### config.mk
export PLATFORM = sky130hd
export DESIGN_NAME = led_pwm_ctrl_flat
export DESIGN_NICKNAME = d
export VERILOG_FILES = /design/src/rtl/led_pkg.sv /design/src/rtl/led_pwm_ctrl_if.sv /design/src/rtl/led_pwm_channel.sv /design/src/rtl/led_pwm_ctrl.sv /design/src/flat_wrapper.sv
export SDC_FILE = /design/constraint.sdc
export NUM_CORES = 1
export LEC_CHECK = 0
export CAP_MARGIN = 40
export CORE_MARGIN = 2
export CORE_UTILIZATION = 35
export CTS_CLUSTER_SIZE = 40
export DETAILED_ROUTE_END_ITERATION = 10
export PLACE_DENSITY = 0.55
export SYNTH_ARGS = -nofsm -noshare
export SYNTH_HDL_FRONTEND = slang
export SYNTH_SLANG_ARGS = --single-unit
export TNS_END_PERCENT = 50
### constraint.sdc
create_clock -name clk48 -period 7.4 [get_ports clk48]
set_input_delay 1.11 -clock clk48 [delete_from_list [all_inputs] [get_ports clk48]]
set_output_delay 1.11 -clock clk48 [all_outputs]
set_load 0.005 [all_outputs]
### src/rtl/led_pkg.sv
// Shared constants and types for the multi-channel LED PWM driver.
package led_pkg;
  localparam int CFG_CHAN_W = 4;
  localparam int MODE_W     = 3;

  typedef enum logic [MODE_W-1:0] {
    LED_OFF     = 3'd0,
    LED_ON      = 3'd1,
    LED_PWM     = 3'd2,
    LED_BLINK   = 3'd3,
    LED_BREATHE = 3'd4
  } led_mode_t;
endpackage

### src/rtl/led_pwm_ctrl_if.sv
// Configuration write port of the LED driver.
// valid/ready: a write transfers on every clock edge where cfg_valid && cfg_ready;
// the master holds chan/mode/duty stable while cfg_valid is high.
interface led_pwm_ctrl_if #(
  parameter int PWM_BITS = 8
);
  import led_pkg::*;

  logic                  cfg_valid;
  logic                  cfg_ready;
  logic [CFG_CHAN_W-1:0] cfg_chan;
  logic [MODE_W-1:0]     cfg_mode;
  logic [PWM_BITS-1:0]   cfg_duty;

  modport master (output cfg_valid, cfg_chan, cfg_mode, cfg_duty, input cfg_ready);
  modport slave  (input cfg_valid, cfg_chan, cfg_mode, cfg_duty, output cfg_ready);
endinterface

### src/rtl/led_pwm_channel.sv
// One LED channel: shadow/active config, breathe scaling, duty compare and pin flop.
module led_pwm_channel
  import led_pkg::*;
#(
  parameter int PWM_BITS   = 8,
  parameter int BLINK_BITS = 9,
  parameter int ACTIVE_LOW = 1
) (
  input  logic                  clk,
  input  logic                  rst,
  input  logic                  wr,
  input  logic [MODE_W-1:0]     wr_mode,
  input  logic [PWM_BITS-1:0]   wr_duty,
  input  logic                  bound,
  input  logic [PWM_BITS-1:0]   pwm_cnt,
  input  logic [BLINK_BITS-1:0] blink_cnt,
  output logic                  led
);
  localparam logic POL = (ACTIVE_LOW != 0);
  // A short blink counter is left-aligned so the ramp still spans a full blink cycle.
  localparam int RW = (BLINK_BITS > PWM_BITS) ? BLINK_BITS : PWM_BITS + 1;

  led_mode_t             shadow_mode, act_mode;
  logic [PWM_BITS-1:0]   shadow_duty, act_duty;
  logic [RW-1:0]         ext;
  logic [PWM_BITS:0]     r;
  logic [PWM_BITS-1:0]   ramp;
  logic [2*PWM_BITS-1:0] prod;
  logic [PWM_BITS-1:0]   eff_duty;
  logic                  phase;
  logic                  lit;

  assign ext      = RW'(blink_cnt) << (RW - BLINK_BITS);
  assign r        = ext[RW-1 -: PWM_BITS+1];
  assign ramp     = r[PWM_BITS] ? ~r[PWM_BITS-1:0] : r[PWM_BITS-1:0];
  assign prod     = {{PWM_BITS{1'b0}}, ramp} * {{PWM_BITS{1'b0}}, act_duty};
  assign eff_duty = prod[2*PWM_BITS-1:PWM_BITS];
  assign phase    = blink_cnt[BLINK_BITS-1];

  always_comb begin
    lit = 1'b0;
    case (act_mode)
      LED_ON:      lit = 1'b1;
      LED_PWM:     lit = (act_duty > pwm_cnt);
      LED_BLINK:   lit = (act_duty > pwm_cnt) && !phase;
      LED_BREATHE: lit = (eff_duty > pwm_cnt);
      default:     lit = 1'b0;
    endcase
  end

  // On a write coinciding with bound, active takes the pre-write shadow.
  always_ff @(posedge clk) begin
    if (rst) begin
      shadow_mode <= LED_OFF;
      shadow_duty <= '0;
      act_mode    <= LED_OFF;
      act_duty    <= '0;
      led         <= POL;
    end else begin
      if (wr) begin
        shadow_mode <= led_mode_t'(wr_mode);
        shadow_duty <= wr_duty;
      end
      if (bound) begin
        act_mode <= shadow_mode;
        act_duty <= shadow_duty;
      end
      led <= lit ^ POL;
    end
  end
endmodule

### src/rtl/led_pwm_ctrl.sv
// Multi-channel LED driver: shared prescaler/PWM/blink counters, config decode, channel array.
module led_pwm_ctrl
  import led_pkg::*;
#(
  parameter int CHANNELS   = 3,
  parameter int PWM_BITS   = 8,
  parameter int PRESCALE   = 188,
  parameter int BLINK_BITS = 9,
  parameter int ACTIVE_LOW = 1
) (
  input  logic                clk48,
  input  logic                rst,
  led_pwm_ctrl_if.slave       cfg,
  output logic [CHANNELS-1:0] led,
  output logic                period_stb
);
  localparam int PRE_W = (PRESCALE > 1) ? $clog2(PRESCALE) : 1;

  logic [PRE_W-1:0]      pre_cnt;
  logic [PWM_BITS-1:0]   pwm_cnt;
  logic [BLINK_BITS-1:0] blink_cnt;
  logic                  rdy;
  logic                  tick;
  logic                  bound;
  logic                  accept;

  assign tick          = (pre_cnt == PRE_W'(PRESCALE - 1));
  assign bound         = tick && (pwm_cnt == '1);
  assign cfg.cfg_ready = rdy && !rst;
  assign accept        = cfg.cfg_valid && cfg.cfg_ready;

  always_ff @(posedge clk48) begin
    if (rst) begin
      pre_cnt    <= '0;
      pwm_cnt    <= '0;
      blink_cnt  <= '0;
      rdy        <= 1'b0;
      period_stb <= 1'b0;
    end else begin
      pre_cnt <= tick ? '0 : pre_cnt + PRE_W'(1);
      if (tick)  pwm_cnt   <= pwm_cnt + PWM_BITS'(1);
      if (bound) blink_cnt <= blink_cnt + BLINK_BITS'(1);
      rdy        <= 1'b1;
      period_stb <= bound;
    end
  end

  // Writes to channels at or above CHANNELS match no decoder and are dropped.
  for (genvar i = 0; i < CHANNELS; i++) begin : g_chan
    led_pwm_channel #(
      .PWM_BITS   (PWM_BITS),
      .BLINK_BITS (BLINK_BITS),
      .ACTIVE_LOW (ACTIVE_LOW)
    ) u_chan (
      .clk       (clk48),
      .rst       (rst),
      .wr        (accept && (cfg.cfg_chan == CFG_CHAN_W'(i))),
      .wr_mode   (cfg.cfg_mode),
      .wr_duty   (cfg.cfg_duty),
      .bound     (bound),
      .pwm_cnt   (pwm_cnt),
      .blink_cnt (blink_cnt),
      .led       (led[i])
    );
  end
endmodule

### src/flat_wrapper.sv
// flat-port wrapper written by rule: the top's interface ports become plain ports
module led_pwm_ctrl_flat import led_pkg::*;
#(
  parameter int CHANNELS   = 3,
  parameter int PWM_BITS   = 8,
  parameter int PRESCALE   = 188,
  parameter int BLINK_BITS = 9,
  parameter int ACTIVE_LOW = 1
)
  (clk48, rst, led, period_stb, cfg_cfg_valid, cfg_cfg_chan, cfg_cfg_mode, cfg_cfg_duty, cfg_cfg_ready);
  led_pwm_ctrl_if #(.PWM_BITS(PWM_BITS)) cfg_i ();
  input  logic clk48;
  input  logic rst;
  output logic [CHANNELS-1:0] led;
  output logic period_stb;
  input wire logic [$bits(cfg_i.cfg_valid)-1:0] cfg_cfg_valid;
  input wire logic [$bits(cfg_i.cfg_chan)-1:0] cfg_cfg_chan;
  input wire logic [$bits(cfg_i.cfg_mode)-1:0] cfg_cfg_mode;
  input wire logic [$bits(cfg_i.cfg_duty)-1:0] cfg_cfg_duty;
  output wire logic [$bits(cfg_i.cfg_ready)-1:0] cfg_cfg_ready;
  assign cfg_i.cfg_valid = cfg_cfg_valid;
  assign cfg_i.cfg_chan = cfg_cfg_chan;
  assign cfg_i.cfg_mode = cfg_cfg_mode;
  assign cfg_i.cfg_duty = cfg_cfg_duty;
  assign cfg_cfg_ready = cfg_i.cfg_ready;
  led_pwm_ctrl #(.CHANNELS(CHANNELS), .PWM_BITS(PWM_BITS), .PRESCALE(PRESCALE), .BLINK_BITS(BLINK_BITS), .ACTIVE_LOW(ACTIVE_LOW)) u_core (.clk48(clk48), .rst(rst), .cfg(cfg_i), .led(led), .period_stb(period_stb));
endmodule
**Yosys cells after proc, flatten, opt, wreduce, memory -nomap -nowiden**

Cells that the tools add are included.

- Multipliers: 3
- $add $sub $neg: 3
- Reduce and logical (&&, ||, !) cells: 13
- Muxes and demuxes: 5
- Magnitude comparators: 6
- Bitwise operators: 4
- Equal/unequal tests: 16

Operators with widths:

| operator | count |
|---|---|
| > comparator 8 bit | 6 |
| multiplier 8 x 8 -> 16 bit | 3 |
| == test 3 x 2 -> 1 bit (second input constant) | 6 |
| adder 8 x 1 -> 8 bit (second input constant) | 2 |
| == test 8 bit (second input constant) | 2 |
| one-hot mux 1 bit (4 select lines) | 3 |
| adder 9 x 1 -> 9 bit (second input constant) | 1 |
| == test 3 x 1 -> 1 bit (second input constant) | 3 |
| == test 3 bit (second input constant) | 3 |
| logical AND 1 bit | 9 |
| 2-to-1 mux 8 bit | 1 |
| NOT 8 bit | 1 |
| == test 4 x 1 -> 1 bit (second input constant) | 1 |
| == test 4 x 2 -> 1 bit (second input constant) | 1 |
| zero test 4 bit | 1 |
| NOT 1 bit | 3 |
| zero test 1 bit | 2 |
| OR reduction 2 bit | 1 |
| 2-to-1 mux 1 bit | 1 |

- Word-level logic and storage cells: 70
- Register bits: 96

**Longest topological paths before layout**

- Depth in word-level cells: 6
- Mapped depth: 28

**Hierarchy**

Synthesis repeated with hierarchy kept, for this count alone.

- Cells, all modules: 1226
- Area, all modules: 11134.4 um2

Modules (own cells, without submodules):

| module | sequential area each (um2) | times used | cells each | area an instance (um2) |
|---|---|---|---|---|
| led_pwm_channel (u_core.g_chan[0].u_chan ...) | 460.4 | 2 | 357 | 3269.4 |
| led_pwm_channel (u_core.g_chan[2].u_chan) | 460.4 | 1 | 372 | 3347.0 |
| led_pwm_ctrl | 540.5 | 1 | 140 | 1248.7 |

**Least setup slack after synthesis**

Ideal clock, no wire load.

- Path kind: reg-to-reg
- From: register u_core.blink_cnt[8]
- To: register u_core.g_chan[0].u_chan.led
- Buffers on the path: 3
- Cell stages (with the launch flop): 27
- Slack: 1182 ps
- Library setup time: 58 ps
- Arrival: 6161 ps
- Required time: 7342 ps
- Cells stage by stage: dfxtp_1 > buf_6 > clkbuf_1 > xor2_1 > clkbuf_1 > nand2_1 > fa_1 > fa_1 > inv_1 > fa_1 > inv_1 > fa_1 > inv_1 > ha_1 > a2111oi_2 > a311oi_4 > a31o_4 > a21o_1 > a21oi_2 > xnor2_1 > ha_1 > a21o_1 > a21o_1 > a21oi_1 > o21ai_0 > a211oi_1 > a211o_1

- Word-level cells in the longest chain between the ends: 5
- Elaborated cells on any way between the ends: 7
- Those cells by class: mul: 1; order compare: 1; mux: 2; bitwise: 1; reduce/logical: 2

RTL lines:

| item | RTL line | source |
|---|---|---|
| from (decl) | led_pwm_ctrl.sv:21 | `logic [BLINK_BITS-1:0] blink_cnt;` |
| from (signal assigned) | led_pwm_ctrl.sv:42 | `if (bound) blink_cnt <= blink_cnt + BLINK_BITS'(1);` |
| 2-to-1 mux 8 bit | led_pwm_channel.sv:35 | `assign ramp = r[PWM_BITS] ? ~r[PWM_BITS-1:0] : r[PWM_BITS-1:0];` |
| multiplier 8 x 8 -> 16 bit | led_pwm_channel.sv:36 | `assign prod = {{PWM_BITS{1'b0}}, ramp} * {{PWM_BITS{1'b0}}, act_duty};` |
| > comparator 8 bit | led_pwm_channel.sv:46 | `LED_BREATHE: lit = (eff_duty > pwm_cnt);` |
| one-hot mux 1 bit (4 select lines) (*) | led_pwm_channel.sv:42 | `case (act_mode)` |
| NOT 1 bit (no line) (*) | -- |  |
| to (signal assigned) | led_pwm_channel.sv:68 | `led <= lit ^ POL;` |
| to (decl) | led_pwm_channel.sv:17 | `output logic led` |

Mark *: on every way between the ends. The rest lies on a longest branch, timed or not.
A chain may end at the register's enable or synchronous reset.

**Final worst setup path**

Ends and elaborated chain as after synthesis.

==> metrics.md <==
| Metric | Value |
|---|---|
| Run status | finished clean |
| Width of the chip | around 180 um |
| Clock sinks | 96 |
| Fmax achieved | 0.156 GHz |
| Post-route cell area | roughly 11000 um2 |
| Leading cell types in the layout, fill and taps excluded | inv_1, and2_1, ha_1, nand2_1, fa_1 |
| Crit Path Max Fanout | 24 |
| Critical Path AT | about 6.7 ns |
| Routability cong. | slightly below 0.8 |
| CTS resizes | 0 |
| Slew Viols, Final | 0 |
| RSZ-0062 raised after global routing | no |
| Ports | 23 |
| Total track usage | between 10% and 20% |
| Worst R2R Path Depth | 25 |
| Post-Syn Instances | roughly 1200 |
| Number of port buffers | 22 |
| Worst Tran Pin Value | 0.841 ns |
| Die area | ~31000 um2 |
| # rows | 63 |
| Pin count of the biggest net entering global routing | slightly below 80 |
| P_int | 769 uW |
| Synth area leader | fa_1 |
| Share of cells above drive strength 1 | about 4.3% |
| Final Setup Violations | 0 |
| Hold path depth | 2 |
| CTS buffer count | 9 |
| Clock slew seen by the registers of the worst setup and hold paths | approximately 0.080 ns |
| First DRT Iteration DRCs | approximately 390 |
| Maximum root-to-sink buffer count | 2 |
| Worst-Skew Late Latency | about 0.35 ns |
| Via/cell ratio | about 4.8 |
| H-tree levels | 3 |
| Number of synthesized flops with an enable pin | 0 |
| TritonCTS clock tree | yes |
| Setup ws final | 0.977 ns |
| Initial antenna violation count | 1 |
| Final period utilization | between 80% and 90% |
| Initial Utilization | 35.4% |
| # DRC | 0 |
| Ys async rst share | 0% |
| Worst Path Required | a little under 8 ns |
| First-pass DRT Iterations | 4 |
| Highest-delay cell along the critical path | fa_1 |
| Layout fillers | 3024 |
| Sequential area share after synthesis | around 18% |
| Post-cts hold buffer count | 0 |
| Kind of critical path | reg -> reg |
| Max-Cap Viols | 0 |
| #FFs+latches synth | 96 |
| Post-synth cell types | between 50 and 60 |
| ANT cells | 0 |
| Worst setup EP type | flip-flop |
| Vias | approximately 7700 |
| Ys Warns | 0 |
| Cell area after synthesis | about 10000 um2 |
| Syn Area/Cell | between 8 and 9 um2 |
| GRT overflow | 0 |
| Wire per inst | roughly 15 um |
| Hold Crit Class | reg -> reg |
| Combinational cell fraction of total power | about 2.9% |
| Clock power frac | a little under half |
| Number of global-route vias before repair | 7886 |
| DP HPWL | between 15000 and 20000 um |
| Most used DFF post-synth | dfxtp_1 |
| First-pass GRT wire length | roughly 41000 um |
| Final hold vios | 0 |
| Routed Wire Length | about 24000 um |
| Root Buffer | clkbuf_16 |
| PwrDens | between 80 and 90 nW/um2 |
| Pre-CTS setup slack | just over 1 ns |
| Top-area cell type share of the netlist area | between 20 and 25% |
| Setup TNS | 0 ns |
| Placed inst area | roughly 11000 um2 |
| Synth top area cells | fa_1, dfxtp_1, ha_1 |
| Post-DRT Antenna Nets | 0 |
| Critical Path Most Common Cell | fa_1 |
| Fraction of power spent switching nets | about a quarter |
| VDD IR max | 0.125 mV |
| Skew final | about 0.01 ns |
| Slowest Stage Delay on Critical Path | around 0.54 ns |
| Post-CTS Setup Bufs | 0 |
| Reg power frac | about half |
| P_sw | 241 uW |
| Die Ht | 177 um |
| Nets | between 1000 and 1500 |
| Leakage | about 5.8 nW |
| Core area | 29600 um2 |
| Area growth from synthesis to layout | 9.34% |
| Period minus WS final | between 6 and 7 ns |
| Worst rel slew slack | a little over two fifths |
| Mapped Nets | 1455 |
| Critical Path Source Type | flip-flop |
area by class of cell:
cell class,count,area (um2),area share [%]
clock inverters,6,57.6,0.503
inverters,154,578,5.05
well taps,390,488,4.27
multi-input cells,890,7780,68.0
flip-flops and latches,96,1920,16.8
clock buffers,10,229,2.00
repair buffers,41,382,3.34
final timing paths:
path	start	endpoint	slack [ns]
max	u_core.blink_cnt[8]	u_core.g_chan[0].u_chan.led	0.98
min	u_core.g_chan[2].u_chan.shadow_duty[2]	u_core.g_chan[2].u_chan.act_duty[2]	0.46
max reg2reg	u_core.blink_cnt[8]	u_core.g_chan[0].u_chan.led	0.98
min reg2reg	u_core.g_chan[2].u_chan.shadow_duty[2]	u_core.g_chan[2].u_chan.act_duty[2]	0.46
metrics by stage:
step | hold slack (ns) | util, % | cells | power (mW)
floorplan | 0.430 | - | 1182 | 0.544
global placement | 0.448 | 37.6 | 1569 | 0.561
detailed placement | 0.446 | 37.7 | 1571 | 0.563
CTS | 0.461 | 38.7 | 1587 | 1.02
global route | 0.476 | 38.7 | 1587 | 1.04
finish | 0.460 | 38.7 | 1587 | 1.01
synthesized netlist by cell type, drive strengths merged, types with 2 or more instances:
cell type / n
a2111oi: 4
a211oi: 2
a21o: 22
a21oi: 71
and2: 153
and3: 2
and4b: 2
buf: 13
clkbuf: 29
dfxtp: 96
fa: 105
ha: 150
inv: 154
mux2i: 33
nand2: 111
nand2b: 6
nand3: 15
nand4: 20
nor2: 68
nor2b: 10
nor3: 5
nor4: 2
o211ai: 3
o21a: 4
o21ai: 27
o21bai: 2
or3: 8
xnor2: 27
xor2: 23
power by group through the flow:
| stage | combinational [mW] | clock (mW) | sequential [mW] |
|---|---|---|---|
| 5_1_grt | 0.0318 | 0.492 | 0.521 |
| 6_report | 0.0295 | 0.460 | 0.520 |
| 4_1_cts | 0.0302 | 0.471 | 0.520 |
| 2_1_floorplan | 0.0120 | 0 | 0.532 |
| 3_5_place_dp | 0.0302 | 0 | 0.533 |
| 3_3_place_gp | 0.0282 | 0 | 0.532 |
worst max-delay path: cells and delay by family (launching register included):
family,cells,cell delay [ns]
buffers and inverters,5,0.66
adder cells (fa/ha/maj),6,2.56
XOR/XNOR,2,0.29
AND/OR/NAND/NOR,1,0.12
flip-flops,1,0.44
AO/OA/AOI/OAI,11,2.30
flip-flops by register name, indices dropped and copies added (netlist names):
name                              cells
u_core.g_chan.u_chan.shadow_mode      9
u_core.blink_cnt                      9
u_core.rdy                            1
u_core.pwm_cnt                        8
u_core.pre_cnt                        8
u_core.g_chan.u_chan.shadow_duty     24
u_core.period_stb                     1
u_core.g_chan.u_chan.led              3
u_core.g_chan.u_chan.act_mode         9
u_core.g_chan.u_chan.act_duty        24
logic make-up (layout without fill, tap and decap cells):
kind of cell | count (synthesis) | count (layout) | synth area share, %
flops | 96 | 96 | 18.4
mux | 33 | 33 | 3.16
compound gates | 144 | 144 | 8.72
xor+xnor | 50 | 50 | 4.19
buf+inv | 196 | 211 | 7.28
fa+ha+maj | 255 | 255 | 38.0
simple gates | 408 | 408 | 20.2
metal layers:
metal | GRT usage (%) | wire length (um)
met5 | 0 | 0
met2 | 27.3 | 11000
met3 | 1.72 | 839
met4 | 2.72 | 220
met1 | 22.5 | 11600
(Power assumes the default switching activity.)
